[src/rtl/alu_md.sv]
// Execute-stage ALU: single-cycle integer ops plus iterative unsigned multiply/divide
// that write HI/LO after WIDTH cycles under a start/busy/done handshake.
module alu_md #(
  parameter int unsigned WIDTH = 32,
  parameter int unsigned CNT_W = $clog2(WIDTH) + 1
) (
  input  logic             clk,
  input  logic             rst_n,
  input  logic [WIDTH-1:0] busA,
  input  logic [WIDTH-1:0] busB,
  input  logic [3:0]       ALUctr,
  input  logic             start,
  output logic [WIDTH-1:0] Out,
  output logic             zero,
  output logic             busy,
  output logic             done,
  output logic [WIDTH-1:0] hi,
  output logic [WIDTH-1:0] lo
);

  localparam logic [3:0] OpAddu  = 4'b0000;
  localparam logic [3:0] OpSubu  = 4'b0001;
  localparam logic [3:0] OpAnd   = 4'b0010;
  localparam logic [3:0] OpLui   = 4'b0011;
  localparam logic [3:0] OpOr    = 4'b0100;
  localparam logic [3:0] OpXor   = 4'b0101;
  localparam logic [3:0] OpSlt   = 4'b0110;
  localparam logic [3:0] OpSltu  = 4'b0111;
  localparam logic [3:0] OpMultu = 4'b1000;
  localparam logic [3:0] OpDivu  = 4'b1001;
  localparam logic [3:0] OpMfhi  = 4'b1010;
  localparam logic [3:0] OpMflo  = 4'b1011;

  localparam int unsigned Half = WIDTH / 2;
  localparam logic [CNT_W-1:0] LastCnt = CNT_W'(WIDTH - 1);

  typedef enum logic [1:0] {StIdle, StRun, StDone} state_e;

  state_e                 state_q, state_d;
  logic [CNT_W-1:0]       cnt_q, cnt_d;
  logic [2*WIDTH-1:0]     work_q, work_d;
  logic [WIDTH-1:0]       b_q, b_d;
  logic                   div_q, div_d;
  logic [WIDTH-1:0]       hi_q, hi_d;
  logic [WIDTH-1:0]       lo_q, lo_d;

  logic                   launch;
  logic [WIDTH:0]         mul_sum;
  logic [2*WIDTH-1:0]     mul_next;
  logic [WIDTH:0]         rem_sh;
  logic [WIDTH-1:0]       rem_diff;
  logic                   rem_ge;
  logic [2*WIDTH-1:0]     div_next;
  logic [2*WIDTH-1:0]     step;

  assign launch = start && (state_q != StRun) &&
                  ((ALUctr == OpMultu) || (ALUctr == OpDivu));

  // work_q holds {accumulator/remainder, multiplier/dividend-quotient}.
  always_comb begin
    mul_sum  = {1'b0, work_q[2*WIDTH-1:WIDTH]} + (work_q[0] ? {1'b0, b_q} : '0);
    mul_next = {mul_sum, work_q[WIDTH-1:1]};
    rem_sh   = work_q[2*WIDTH-1:WIDTH-1];
    rem_ge   = (rem_sh >= {1'b0, b_q});
    rem_diff = rem_sh[WIDTH-1:0] - b_q;
    // A zero divisor always "fits", giving quotient all ones and remainder = dividend.
    div_next = {(rem_ge ? rem_diff : rem_sh[WIDTH-1:0]), work_q[WIDTH-2:0], rem_ge};
    step     = div_q ? div_next : mul_next;
  end

  always_comb begin
    state_d = state_q;
    cnt_d   = cnt_q;
    work_d  = work_q;
    b_d     = b_q;
    div_d   = div_q;
    hi_d    = hi_q;
    lo_d    = lo_q;
    unique case (state_q)
      StIdle, StDone: begin
        if (launch) begin
          state_d = StRun;
          cnt_d   = '0;
          work_d  = {{WIDTH{1'b0}}, busA};
          b_d     = busB;
          div_d   = (ALUctr == OpDivu);
        end else begin
          state_d = StIdle;
        end
      end
      StRun: begin
        work_d = step;
        if (cnt_q == LastCnt) begin
          state_d = StDone;
          hi_d    = step[2*WIDTH-1:WIDTH];
          lo_d    = step[WIDTH-1:0];
        end else begin
          cnt_d = cnt_q + CNT_W'(1);
        end
      end
      default: state_d = StIdle;
    endcase
  end

  always_ff @(posedge clk or negedge rst_n) begin
    if (!rst_n) begin
      state_q <= StIdle;
      cnt_q   <= '0;
      work_q  <= '0;
      b_q     <= '0;
      div_q   <= 1'b0;
      hi_q    <= '0;
      lo_q    <= '0;
    end else begin
      state_q <= state_d;
      cnt_q   <= cnt_d;
      work_q  <= work_d;
      b_q     <= b_d;
      div_q   <= div_d;
      hi_q    <= hi_d;
      lo_q    <= lo_d;
    end
  end

  always_comb begin
    Out = '0;
    unique case (ALUctr)
      OpAddu:  Out = busA + busB;
      OpSubu:  Out = busA - busB;
      OpAnd:   Out = busA & busB;
      OpLui:   Out = {busB[Half-1:0], {Half{1'b0}}};
      OpOr:    Out = busA | busB;
      OpXor:   Out = busA ^ busB;
      OpSlt:   Out = {{(WIDTH-1){1'b0}}, ($signed(busA) < $signed(busB))};
      OpSltu:  Out = {{(WIDTH-1){1'b0}}, (busA < busB)};
      OpMfhi:  Out = hi_q;
      OpMflo:  Out = lo_q;
      default: Out = '0;
    endcase
  end

  assign zero = (Out == '0);
  assign busy = (state_q == StRun);
  assign done = (state_q == StDone);
  assign hi   = hi_q;
  assign lo   = lo_q;

endmodule

[config.mk]
export PLATFORM = sky130hd
export DESIGN_NAME = alu_md
export DESIGN_NICKNAME = d
export VERILOG_FILES = /design/src/rtl/alu_md.sv
export SDC_FILE = /design/constraint.sdc
export NUM_CORES = 1
export LEC_CHECK = 0
export CORE_MARGIN = 5
export CORE_UTILIZATION = 39
export CTS_CLUSTER_SIZE = 28
export DETAILED_ROUTE_END_ITERATION = 12
export GPL_ROUTABILITY_DRIVEN = 0
export SYNTH_ARGS = -nofsm -noshare
export SYNTH_HDL_FRONTEND = slang
export SYNTH_SLANG_ARGS = --single-unit
[constraint.sdc]
create_clock -name clk -period 4.1 [get_ports clk]
set_input_delay 0.41 -clock clk [delete_from_list [all_inputs] [get_ports clk]]
set_output_delay 0.41 -clock clk [all_outputs]
set_load 0.01 [all_outputs]
==> impl_results.md <==
- Status: complete, but fails checks
- Sink Count: 169
- Fin worst setup slack: -0.599 ns
- Total number of vias: 19900
- Fmax: between 200 and 250 MHz
- Required time worst endpoint: roughly 3.7 ns
- Slowest CP cell: or4b_4
- Critical path arrival: 4.29 ns
- Vias/cell: 5.89
- Io pins: 170
- Drt total wl: 73800 microns
- CP max stage delay: about 0.48 ns
- Antenna viol nets, final: 0
- Mapped Area: 17100 sq um
- Post-synthesis xor/xnor area fraction: 0.0281
- Post-synthesis cell count: 2220
- Post-DP HPWL: 57300 microns
- Cell Pwr Density: 603 nW/um^2
- Simple-Gate Fraction of Synth Area: 0.204
- Number of global-route vias before repair: 19500
- Critical path fanouts, max: 7
- Mapped Avg Cell Area: roughly 7.7 sq um
- # rows: 76
- Comb pwr share: 0.683
- Root Driver: clkbuf_16
- Adder-cell share of the synthesized area: 0.124
- CP Cell Sequence: clkdlybuf4s50_1 -> buf_6 -> buf_4 -> nor4bb_4 -> nor2_2 -> nor2_1 -> a2111o_1 -> nor2_2 -> or4b_4 -> or4_4 -> or4_4 -> nor4_2 -> nand4b_1 -> nor4_4 -> buf_2
- DRT Pass-1 Iters: 6
- Worst Hold Slack: 0.0593 ns
- First-pass GRT wire length: 112000 microns
- Slew at the pin closest to its max-slew limit: 1.10 ns
- Total GRT Usage: 0.294
- Cell taking the most area after synthesis: dfrtp_1
- Setup violators final: 3
- I/O Buffers: 169
- Iter 0 DRT Violations: 2469
- Failing checks: negative setup slack
- FF+latch count, synth: 169
- Fraction of registers with async set/reset: 1.00
- Crit Path Class: input pin to output pin
- Die Y: 220 microns
- Fin crit period: 4.70 ns
- EDFF count, synth: 0
- Power share of the clock group: 0.105
- Max-Cap Viols: 0
- Fillcell total: 3819
- Fin crit share: 1.15
- Count leader, synth: nand2_1
- Worst-skew pair later-pin latency: 0.45 ns
- Sw frac: 0.483
- Layout cells sized above 1: 0.276
- Top FF cell, synth: dfrtp_1
- Slew Viols, Final: 0
- Maximum root-to-sink buffer count: 2
- CP delay by family, top: simple AND/OR/NAND/NOR gates
- Seq/Total Area, Yosys: 0.247
- Core area: around 43000 sq um
- Fraction of the mapped netlist area in compound gates: 0.290
- Largest net degree at the start of global routing: 113
- Multiplexer share of the synthesized area: 0.0410
- Hold_buf cts: 0
- Yosys cell types: slightly below 100
- Per-cell routed wire length: 21.8 microns
- Layout area overhead: 44.2%
- Crit end category: output pin
- YS warnings: 0
- Die width: 220 microns
- H-tree levels: 4
- Sequential Area: 4230 sq um
- Largest family of logic cells by synthesized area: compound AO/OA/AOI/OAI gates
- RSZ-0062 raised after global routing: yes
- Psw: 7.19 mW
- Yosys top cell area share: 0.247
- CTS clock-pin slew for the worst setup and hold paths: 0.07 ns
- Post-Synthesis Net Count: ~2500
- GRT overflow: 0
- CTS Buf Count: 17
- Initial antenna violation count: 0
- Internal power: 7.69 mW
- Slew margin rel.: 0.266
- Worst Clk Skew: 0.0138 ns
- CTS tree: built
- Post-synth top cells: 241 x nand2_1, 187 x o21ai_0, 177 x a21oi_1
- Die area: 48200 sq um
- Flop pwr share: 0.212
- Crit path launch type: input pin
- Starting Density: 0.396
- Hold Vio Cnt, Final: 0
- Worst hold path class: input pin to asynchronous set/reset pin
- Critical path buffers and inverters: 4
- Synth top area cells: dfrtp_1 25%, ha_1 12%, o21ai_0 5.5%, nand2_1 5.3%, a21oi_1 5.2%
- Total negative slack: -0.725 ns
- Peak VDD IR: 0.000469 V
- DRC: 0
- Total power: 14.9 mW
- Layout Nets: 3026
- Leak: 11.4 nW
- Area occupied by multi-input gates: about 13000 sq um
-- power groups by stage --
stage | clock network, mW | registers (mW) | logic, mW
floorplan | 0 | 2.88 | 6.45
global placement | 0 | 3.13 | 9.49
detailed placement | 0 | 3.15 | 9.71
CTS | 1.60 | 3.13 | 9.94
global route | 1.66 | 3.23 | 11.1
finish | 1.57 | 3.16 | 10.2
-- timing repair --
item,in CTS,in global routing
pin swaps,67,37
gates resized for setup,296,91
gates cloned,0,1
setup buffers,48,13
endpoints found under the setup margin,22,22
-- final timing paths --
kind / end / start / cells after the start / slack (ns)
setup / recovery: zero / ALUctr[2] / 15 / -0.60
hold / removal: hi[8] / rst_n / 1 / 0.06
min in group clk: b_q[4] / busB[4] / 4 / 0.37
hold reg to reg: lo[24] / lo[24] / 2 / 0.52
max in group asynchronous: lo[27] / rst_n / 2 / 3.12
setup reg to reg: hi[30] / work_q[0] / 15 / 0.20
-- sequential cells by signal, indices dropped and copies added (netlist names) --
| register | count |
|---|---|
| work_q | 64 |
| b_q | 32 |
| hi | 32 |
| lo | 32 |
| cnt_q | 6 |
| state_q | 2 |
| div_q | 1 |
-- through the flow --
stage,cell area (sq um),instances,util,setup WS (ns)
floorplan,17100,2220,-,0.0499
global placement,22600,3293,0.522,-1.51
detailed placement,22600,3293,0.522,-1.50
CTS,24300,3373,0.562,-0.675
global route,24700,3386,0.571,-0.736
finish,24700,3387,0.571,-0.599
-- layout by cell type, fill, tap and decap left out, types with 18 or more instances in the layout --
cell type	n
xnor2_1	33
a21oi_1	160
ha_4	26
o31ai_1	21
o211ai_1	23
buf_6	37
a21o_1	46
a31oi_1	19
inv_2	21
nand3_1	72
o21ai_0	176
ha_1	133
nor2b_1	20
a22oi_1	20
mux2i_1	60
nand4_1	18
nor3_1	40
dlygate4sd2_1	27
a211oi_1	48
buf_4	477
dfrtp_1	168
xor2_1	22
inv_1	133
and2_1	72
nand2_1	238
nor2_1	125
clkdlybuf4s50_1	110
-- final cells by class --
| class | instances | share of cell area |
|---|---|---|
| inverters | 159 | 0.0246 |
| repair buffers | 684 | 0.230 |
| clock inverters | 15 | 0.00547 |
| multi-input cells | 1757 | 0.522 |
| well taps | 585 | 0.0296 |
| flip-flops and latches | 169 | 0.171 |
| clock buffers | 17 | 0.0172 |
| diodes | 1 | 0.000101 |
-- cells by family after synthesis --
group                    after synthesis
AO/OA/AOI/OAI                        752
AND/OR/NAND/NOR                      714
buffers and inverters                294
flip-flops                           169
adder cells (fa/ha/maj)              167
multiplexers                          69
XOR/XNOR                              55
-- per-layer routing --
metal	track usage	routed length, microns	vias up
met2	0.468	33000	1082
met5	0	0	-
li1	-	-	9222
met4	0.129	3670	0
met3	0.0466	6760	231
met1	0.397	30400	9407
Note: power is estimated with default switching activity, not from simulation.
